## src/rtl/mem_access_pkg.sv

```systemverilog
// rtl/mem_access_pkg.sv - shared encodings for the data memory access unit
// Purpose: request size codes and FSM state encoding used by mem_access_unit
//          and mem_lane_align.
package mem_access_pkg;

    localparam logic [1:0] SIZE_BYTE    = 2'b00;
    localparam logic [1:0] SIZE_HALF    = 2'b01;
    localparam logic [1:0] SIZE_WORD    = 2'b10;
    localparam logic [1:0] SIZE_ILLEGAL = 2'b11;

    typedef enum logic [1:0] {
        IDLE = 2'd0,
        RD   = 2'd1,
        WR   = 2'd2,
        RESP = 2'd3
    } state_t;

endpackage

```

## src/rtl/mem_lane_align.sv

```systemverilog
// rtl/mem_lane_align.sv - combinational byte/half lane extract and merge
// Purpose: extracts and sign/zero-extends the addressed lane of a memory word
//          for loads, and merges store data into the addressed lane for
//          read-modify-write stores.
// Ports:
//   i_size      request size (byte/half/word)
//   i_lane      byte address bits [1:0]
//   i_signed    1 = sign-extend loads
//   i_word      word read from memory
//   i_wdata     right-justified store data
//   o_load_data extended load result
//   o_merged    i_word with the addressed lane(s) replaced by i_wdata
module mem_lane_align
    import mem_access_pkg::*;
#(
    parameter bit BIG_ENDIAN = 1'b0
) (
    input  logic [1:0]  i_size,
    input  logic [1:0]  i_lane,
    input  logic        i_signed,
    input  logic [31:0] i_word,
    input  logic [31:0] i_wdata,
    output logic [31:0] o_load_data,
    output logic [31:0] o_merged
);

    logic [4:0]  w_shift;
    logic [31:0] w_mask;
    logic [31:0] w_shifted;

    // Big-endian places byte k at 8*(3-k); 3-k on two bits is simply ~k.
    always_comb begin
        w_shift = 5'd0;
        w_mask  = 32'hFFFF_FFFF;
        case (i_size)
            SIZE_BYTE: begin
                w_shift = BIG_ENDIAN ? {~i_lane, 3'b000} : {i_lane, 3'b000};
                w_mask  = 32'h0000_00FF << w_shift;
            end
            SIZE_HALF: begin
                w_shift = BIG_ENDIAN ? {~i_lane[1], 4'b0000} : {i_lane[1], 4'b0000};
                w_mask  = 32'h0000_FFFF << w_shift;
            end
            default: begin
                w_shift = 5'd0;
                w_mask  = 32'hFFFF_FFFF;
            end
        endcase
    end

    assign w_shifted = i_word >> w_shift;

    always_comb begin
        o_load_data = i_word;
        case (i_size)
            SIZE_BYTE: o_load_data = {{24{i_signed & w_shifted[7]}}, w_shifted[7:0]};
            SIZE_HALF: o_load_data = {{16{i_signed & w_shifted[15]}}, w_shifted[15:0]};
            default:   o_load_data = i_word;
        endcase
    end

    // Unaddressed bytes come straight from the word just read.
    assign o_merged = (i_word & ~w_mask) | ((i_wdata << w_shift) & w_mask);

endmodule

```

## src/rtl/mem_access_unit.sv

```systemverilog
// rtl/mem_access_unit.sv - byte/half/word load-store initiator for a word memory
// Purpose: accepts load/store requests from the MEM stage, checks alignment,
//          size and range, and runs word-only memory cycles (read-modify-write
//          for sub-word stores) with a ready/valid handshake.
// Ports:
//   i_clock, i_reset                 clock, async active-high reset
//   i_req_*/o_req_ready              request handshake and fields
//   o_resp_valid/err/rdata           one-cycle completion response
//   o_mem_address/writedata          word-aligned address and write word
//   o_mem_memread/memwrite           memory enables (decoded from state)
//   i_mem_readdata                   combinational memory read data
module mem_access_unit
    import mem_access_pkg::*;
#(
    parameter int MEM_WORDS  = 256,
    parameter bit BIG_ENDIAN = 1'b0
) (
    input  logic        i_clock,
    input  logic        i_reset,
    input  logic        i_req_valid,
    output logic        o_req_ready,
    input  logic        i_req_write,
    input  logic [1:0]  i_req_size,
    input  logic        i_req_signed,
    input  logic [31:0] i_req_addr,
    input  logic [31:0] i_req_wdata,
    output logic        o_resp_valid,
    output logic        o_resp_err,
    output logic [31:0] o_resp_rdata,
    output logic [31:0] o_mem_address,
    output logic [31:0] o_mem_writedata,
    output logic        o_mem_memread,
    output logic        o_mem_memwrite,
    input  logic [31:0] i_mem_readdata
);

    localparam logic [31:0] LP_MEM_WORDS = 32'(MEM_WORDS);

    state_t      r_state;
    state_t      w_state_next;

    logic [1:0]  r_size;
    logic [1:0]  r_lane;
    logic        r_signed;
    logic        r_write;
    logic [31:0] r_wdata;

    logic        r_resp_valid;
    logic        r_resp_err;
    logic [31:0] r_resp_rdata;
    logic [31:0] r_mem_address;
    logic [31:0] r_mem_writedata;

    logic        w_accept;
    logic        w_req_err;
    logic        w_word_store;
    logic [31:0] w_load_data;
    logic [31:0] w_merged;

    assign o_req_ready = (r_state == IDLE) && !i_reset;
    assign w_accept    = i_req_valid && o_req_ready;

    assign w_req_err = (i_req_size == SIZE_ILLEGAL)
                     || ((i_req_size == SIZE_HALF) && i_req_addr[0])
                     || ((i_req_size == SIZE_WORD) && (i_req_addr[1:0] != 2'b00))
                     || ({2'b00, i_req_addr[31:2]} >= LP_MEM_WORDS);

    // Full-word stores need no read; everything else that writes does RMW.
    assign w_word_store = i_req_write && (i_req_size == SIZE_WORD);

    mem_lane_align #(
        .BIG_ENDIAN (BIG_ENDIAN)
    ) u_lane_align (
        .i_size      (r_size),
        .i_lane      (r_lane),
        .i_signed    (r_signed),
        .i_word      (i_mem_readdata),
        .i_wdata     (r_wdata),
        .o_load_data (w_load_data),
        .o_merged    (w_merged)
    );

    always_ff @(posedge i_clock or posedge i_reset) begin
        if (i_reset) begin
            r_state <= IDLE;
        end else begin
            r_state <= w_state_next;
        end
    end

    always_comb begin
        w_state_next = r_state;
        case (r_state)
            IDLE: begin
                if (w_accept) begin
                    if (w_req_err) begin
                        w_state_next = RESP;
                    end else if (w_word_store) begin
                        w_state_next = WR;
                    end else begin
                        w_state_next = RD;
                    end
                end
            end
            RD:      w_state_next = r_write ? WR : RESP;
            WR:      w_state_next = RESP;
            RESP:    w_state_next = IDLE;
            default: w_state_next = IDLE;
        endcase
    end

    always_ff @(posedge i_clock or posedge i_reset) begin
        if (i_reset) begin
            r_size          <= SIZE_BYTE;
            r_lane          <= 2'b00;
            r_signed        <= 1'b0;
            r_write         <= 1'b0;
            r_wdata         <= 32'd0;
            r_resp_valid    <= 1'b0;
            r_resp_err      <= 1'b0;
            r_resp_rdata    <= 32'd0;
            r_mem_address   <= 32'd0;
            r_mem_writedata <= 32'd0;
        end else begin
            r_resp_valid <= (w_state_next == RESP);
            if (w_accept) begin
                r_size       <= i_req_size;
                r_lane       <= i_req_addr[1:0];
                r_signed     <= i_req_signed;
                r_write      <= i_req_write;
                r_wdata      <= i_req_wdata;
                r_resp_err   <= w_req_err;
                r_resp_rdata <= 32'd0;
                if (!w_req_err) begin
                    r_mem_address <= {i_req_addr[31:2], 2'b00};
                    if (w_word_store) begin
                        r_mem_writedata <= i_req_wdata;
                    end
                end
            end
            // The read word is consumed on the same edge that ends RD.
            if (r_state == RD) begin
                if (r_write) begin
                    r_mem_writedata <= w_merged;
                end else begin
                    r_resp_rdata <= w_load_data;
                end
            end
        end
    end

    assign o_mem_memread   = (r_state == RD);
    assign o_mem_memwrite  = (r_state == WR);
    assign o_resp_valid    = r_resp_valid;
    assign o_resp_err      = r_resp_err;
    assign o_resp_rdata    = r_resp_rdata;
    assign o_mem_address   = r_mem_address;
    assign o_mem_writedata = r_mem_writedata;

endmodule

```

## config.mk

```make
export PLATFORM = sky130hd
export DESIGN_NAME = mem_access_unit
export DESIGN_NICKNAME = d
export VERILOG_FILES = /design/src/rtl/mem_access_pkg.sv /design/src/rtl/mem_lane_align.sv /design/src/rtl/mem_access_unit.sv
export SDC_FILE = /design/constraint.sdc
export NUM_CORES = 1
export LEC_CHECK = 0
export ABC_AREA = 1
export BUFFER_PORTS_ARGS = -buffer_cell sky130_fd_sc_hd__buf_2
export CORE_MARGIN = 2
export CORE_UTILIZATION = 30
export DETAILED_ROUTE_END_ITERATION = 6
export SLEW_MARGIN = 30
export SYNTH_ARGS = -nofsm -noshare
export SYNTH_HDL_FRONTEND = slang
export SYNTH_SLANG_ARGS = --single-unit
```

## constraint.sdc

```tcl
create_clock -name i_clock -period 3.1 [get_ports i_clock]
set_input_delay 0.31 -clock i_clock [delete_from_list [all_inputs] [get_ports i_clock]]
set_output_delay 0.31 -clock i_clock [all_outputs]
set_load 0.05 [all_outputs]
```

==> flow_metrics.tcl <==
set metrics [dict create \
    endpoint_kind "flop" \
    die_h_um 163.9 \
    drc 0 \
    cts_setup_buffers 0 \
    cts_max_level 4 \
    cts_sinks 136 \
    critical-path-max-stage-delay_ps 530 \
    fin_crit_ps 2245 \
    tightest_slew_ps 774.6 \
    viasPerCell 4.718 \
    post-route-util_pct 37.87 \
    regArea_sq_um 3403 \
    clk_latency_ps 430 \
    status "finished, final reports clean" \
    postCtsHoldBufs 0 \
    grt_max_degree 81 \
    hp-start "i_req_addr[2]" \
    layout-drive-gt1-share_pct 22.77 \
    grt_antenna_before_repair 2 \
    grt_pass1_wl_um 39870 \
    crit_type "flop to flop" \
    synth-seq-cells 136 \
    vias 7384 \
    power_uw 10250 \
    pin_count 204 \
    layout_commonest_cell "nand2_1" \
    hold_violations 0 \
    die-area_sq_um 26870 \
    relSlewSlack_pct 48.30 \
    gr-total-overflow 0 \
    layout.nets 1328 \
    post_drt_wl_per_cell_um 16.38 \
    crit_slowest_cell "dfrtp_1" \
    cp_max_fo 29 \
    p_leak_uw 0.005293 \
    stdcell_count 1565 \
    avgSynthCellArea_sq_um 7.329 \
    drt_wl_total_um 25640 \
    fin_crit_sh_pct 72.43 \
    grt.total_usage_pct 19.54 \
    die_x_um 163.9 \
    synth_warnings 0 \
    seq_area_frac_synth_pct 44.35 \
    syn-instance-count 1047 \
    drt-initial-drc-count 699 \
    maxCapViolations 0 \
    grt_setup_unrepaired "no" \
    cts_tree "done" \
    clkTransAtPathRegs_ps 60 \
    slew_violations 0 \
    critPathLaunch "r_lane[1]$_DFFE_PP0P_" \
    first_global_vias 7254 \
    place_congestion 0.9048 \
    finClkSkew_ps 7.649 \
    final_cell_mix "nand2_1, buf_2, inv_1, dfrtp_1" \
    drt_pass1_iterations 5 \
    tns_ps 0 \
    synth_area_sq_um 7674 \
    cts_resized 0 \
    area_growth_pct 24.26 \
    required_ps 3420 \
    nFillCells 2656 \
    core_sq_um 25180 \
    clock-root-buffer "clkbuf_16" \
    critPathLaunchType "flop" \
    initial_core_util_pct 30.47 \
    hp-class "primary input to flop" \
    fmax_ghz 0.4453 \
    finalSetupViolCount 0 \
    row_count 58 \
    cp_num_buf_inv 1 \
    antenna_left 0 \
    post-dp-hpwl_um 19240 \
    ff2ff_setup_slack_ps 850 \
    io_buffers 201 \
    cpLargestDelayFamily "simple AND/OR/NAND/NOR gates" \
    ys_types 37 \
    multi_input_area_sq_um 3307 \
    dpl.cell_count 1532 \
    cts_buffers 17 \
    cpMostUsedCell "nor2_1" \
    arrival_ps 2570 \
    cts_max_path_buffers 2 \
    worstReg2RegStart "r_lane[1]$_DFFE_PP0P_" \
    peakVddDrop_mv 0.5452 \
    crit_chain "nand2_1 -> inv_2 -> o211ai_2 -> nand3b_4 -> nand2_2 -> nor2_1 -> nor2_1" \
    p_per_area_nw_per_um2 1075 \
]
[cell families after synthesis]
group / count (synthesis) / share of synthesized area [%]
other: 1 / 0.04887
buffers and inverters: 226 / 12.69
adders and majority gates: 4 / 0.6522
and+or+nand+nor: 505 / 29.19
AOI/OAI and AO/OA: 175 / 13.08
DFF: 136 / 44.35
[routing by layer]
metal	up-vias	wire [um]	global-route usage, %	part of all wire, %
li1	3662	-	-	-
met1	3402	11050	25.09	43
met2	276	12040	31.61	47
met3	44	1924	5.101	7.5
met4	0	631	7.337	2.5
met5	-	0	0	0
[synthesized netlist by cell type]
cell,instances,share of area [%]
a21boi_2,1,0.15
a21oi_1,43,2.8
a21oi_4,1,0.21
buf_1,4,0.20
buf_2,22,1.4
buf_4,6,0.59
buf_6,10,1.5
clkbuf_1,23,1.1
clkinv_1,2,0.098
conb_1,1,0.049
dfrtp_1,136,44
ha_1,4,0.65
inv_1,154,7.5
inv_2,5,0.24
nand2_1,289,14
nand2_2,2,0.16
nand2_8,1,0.26
nand3_1,85,5.5
nand3_2,5,0.65
nand3_4,1,0.23
nand3b_4,1,0.26
nand4_1,33,2.7
nor2_1,78,3.8
nor2_2,1,0.082
nor2_4,6,0.88
nor2_8,1,0.26
nor3_2,1,0.13
o2111ai_1,1,0.11
o211ai_1,26,2.5
o211ai_2,3,0.49
o21a_1,1,0.098
o21ai_0,85,5.5
o21ai_1,8,0.52
o21ai_2,3,0.34
o21bai_1,1,0.098
o22ai_1,2,0.16
or2_1,1,0.082
[registers in the layout (all words and copies together) (netlist names)]
signal and cells:
r_lane 2, r_size 2, o_mem_writedata 32, o_mem_address 30, r_write 1, o_resp_rdata 32
o_resp_valid 1, r_wdata 32, r_state 2, r_signed 1, o_resp_err 1
[through the flow]
step / hold WS (ps) / setup WS [ps] / area, sq um
after floorplan: 419.6 / 612.1 / 7680
after global placement: 459.2 / 953.4 / 8874
after detailed placement: 463.9 / 878.5 / 8877
after CTS: 67.39 / 866.2 / 9533
after global routing: 90.49 / 601.9 / 9533
final: 82.73 / 854.5 / 9535
[layout make-up]
cell class,count,share of cell area (%)
flip-flops and latches,136,35.69
multi-input cells,686,34.68
repair buffers,219,12.01
inverters,161,6.390
clock buffers,21,4.829
well taps,330,4.330
clock inverters,11,2.047
diodes,1,0.02624
[worst paths after layout]
| kind | endpoint | depth (start not counted) |
|---|---|---|
| max | o_resp_rdata[14]$_DFF_PP0_ | 7 |
| min | o_mem_address[2]$_DFFE_PP0P_ | 3 |
| max reg2reg | o_resp_rdata[14]$_DFF_PP0_ | 7 |
| min reg2reg | o_mem_address[6]$_DFFE_PP0P_ | 2 |
| max in group asynchronous | o_resp_rdata[25]$_DFF_PP0_ | 3 |
| min in group asynchronous | o_mem_writedata[14]$_DFF_PP0_ | 3 |
[worst min-delay path, delay by kind of cell]
family | cells | cell delay (ps)
buf+inv | 1 | 90
simple gates | 2 | 80
[power breakdown]
group / total, uW / switching, uW / internal (uW)
registers: 2860 / 432 / 2430
clock network: 2280 / 810 / 1470
logic: 5110 / 3740 / 1370
Note: power is estimated with default switching activity, not from simulation.
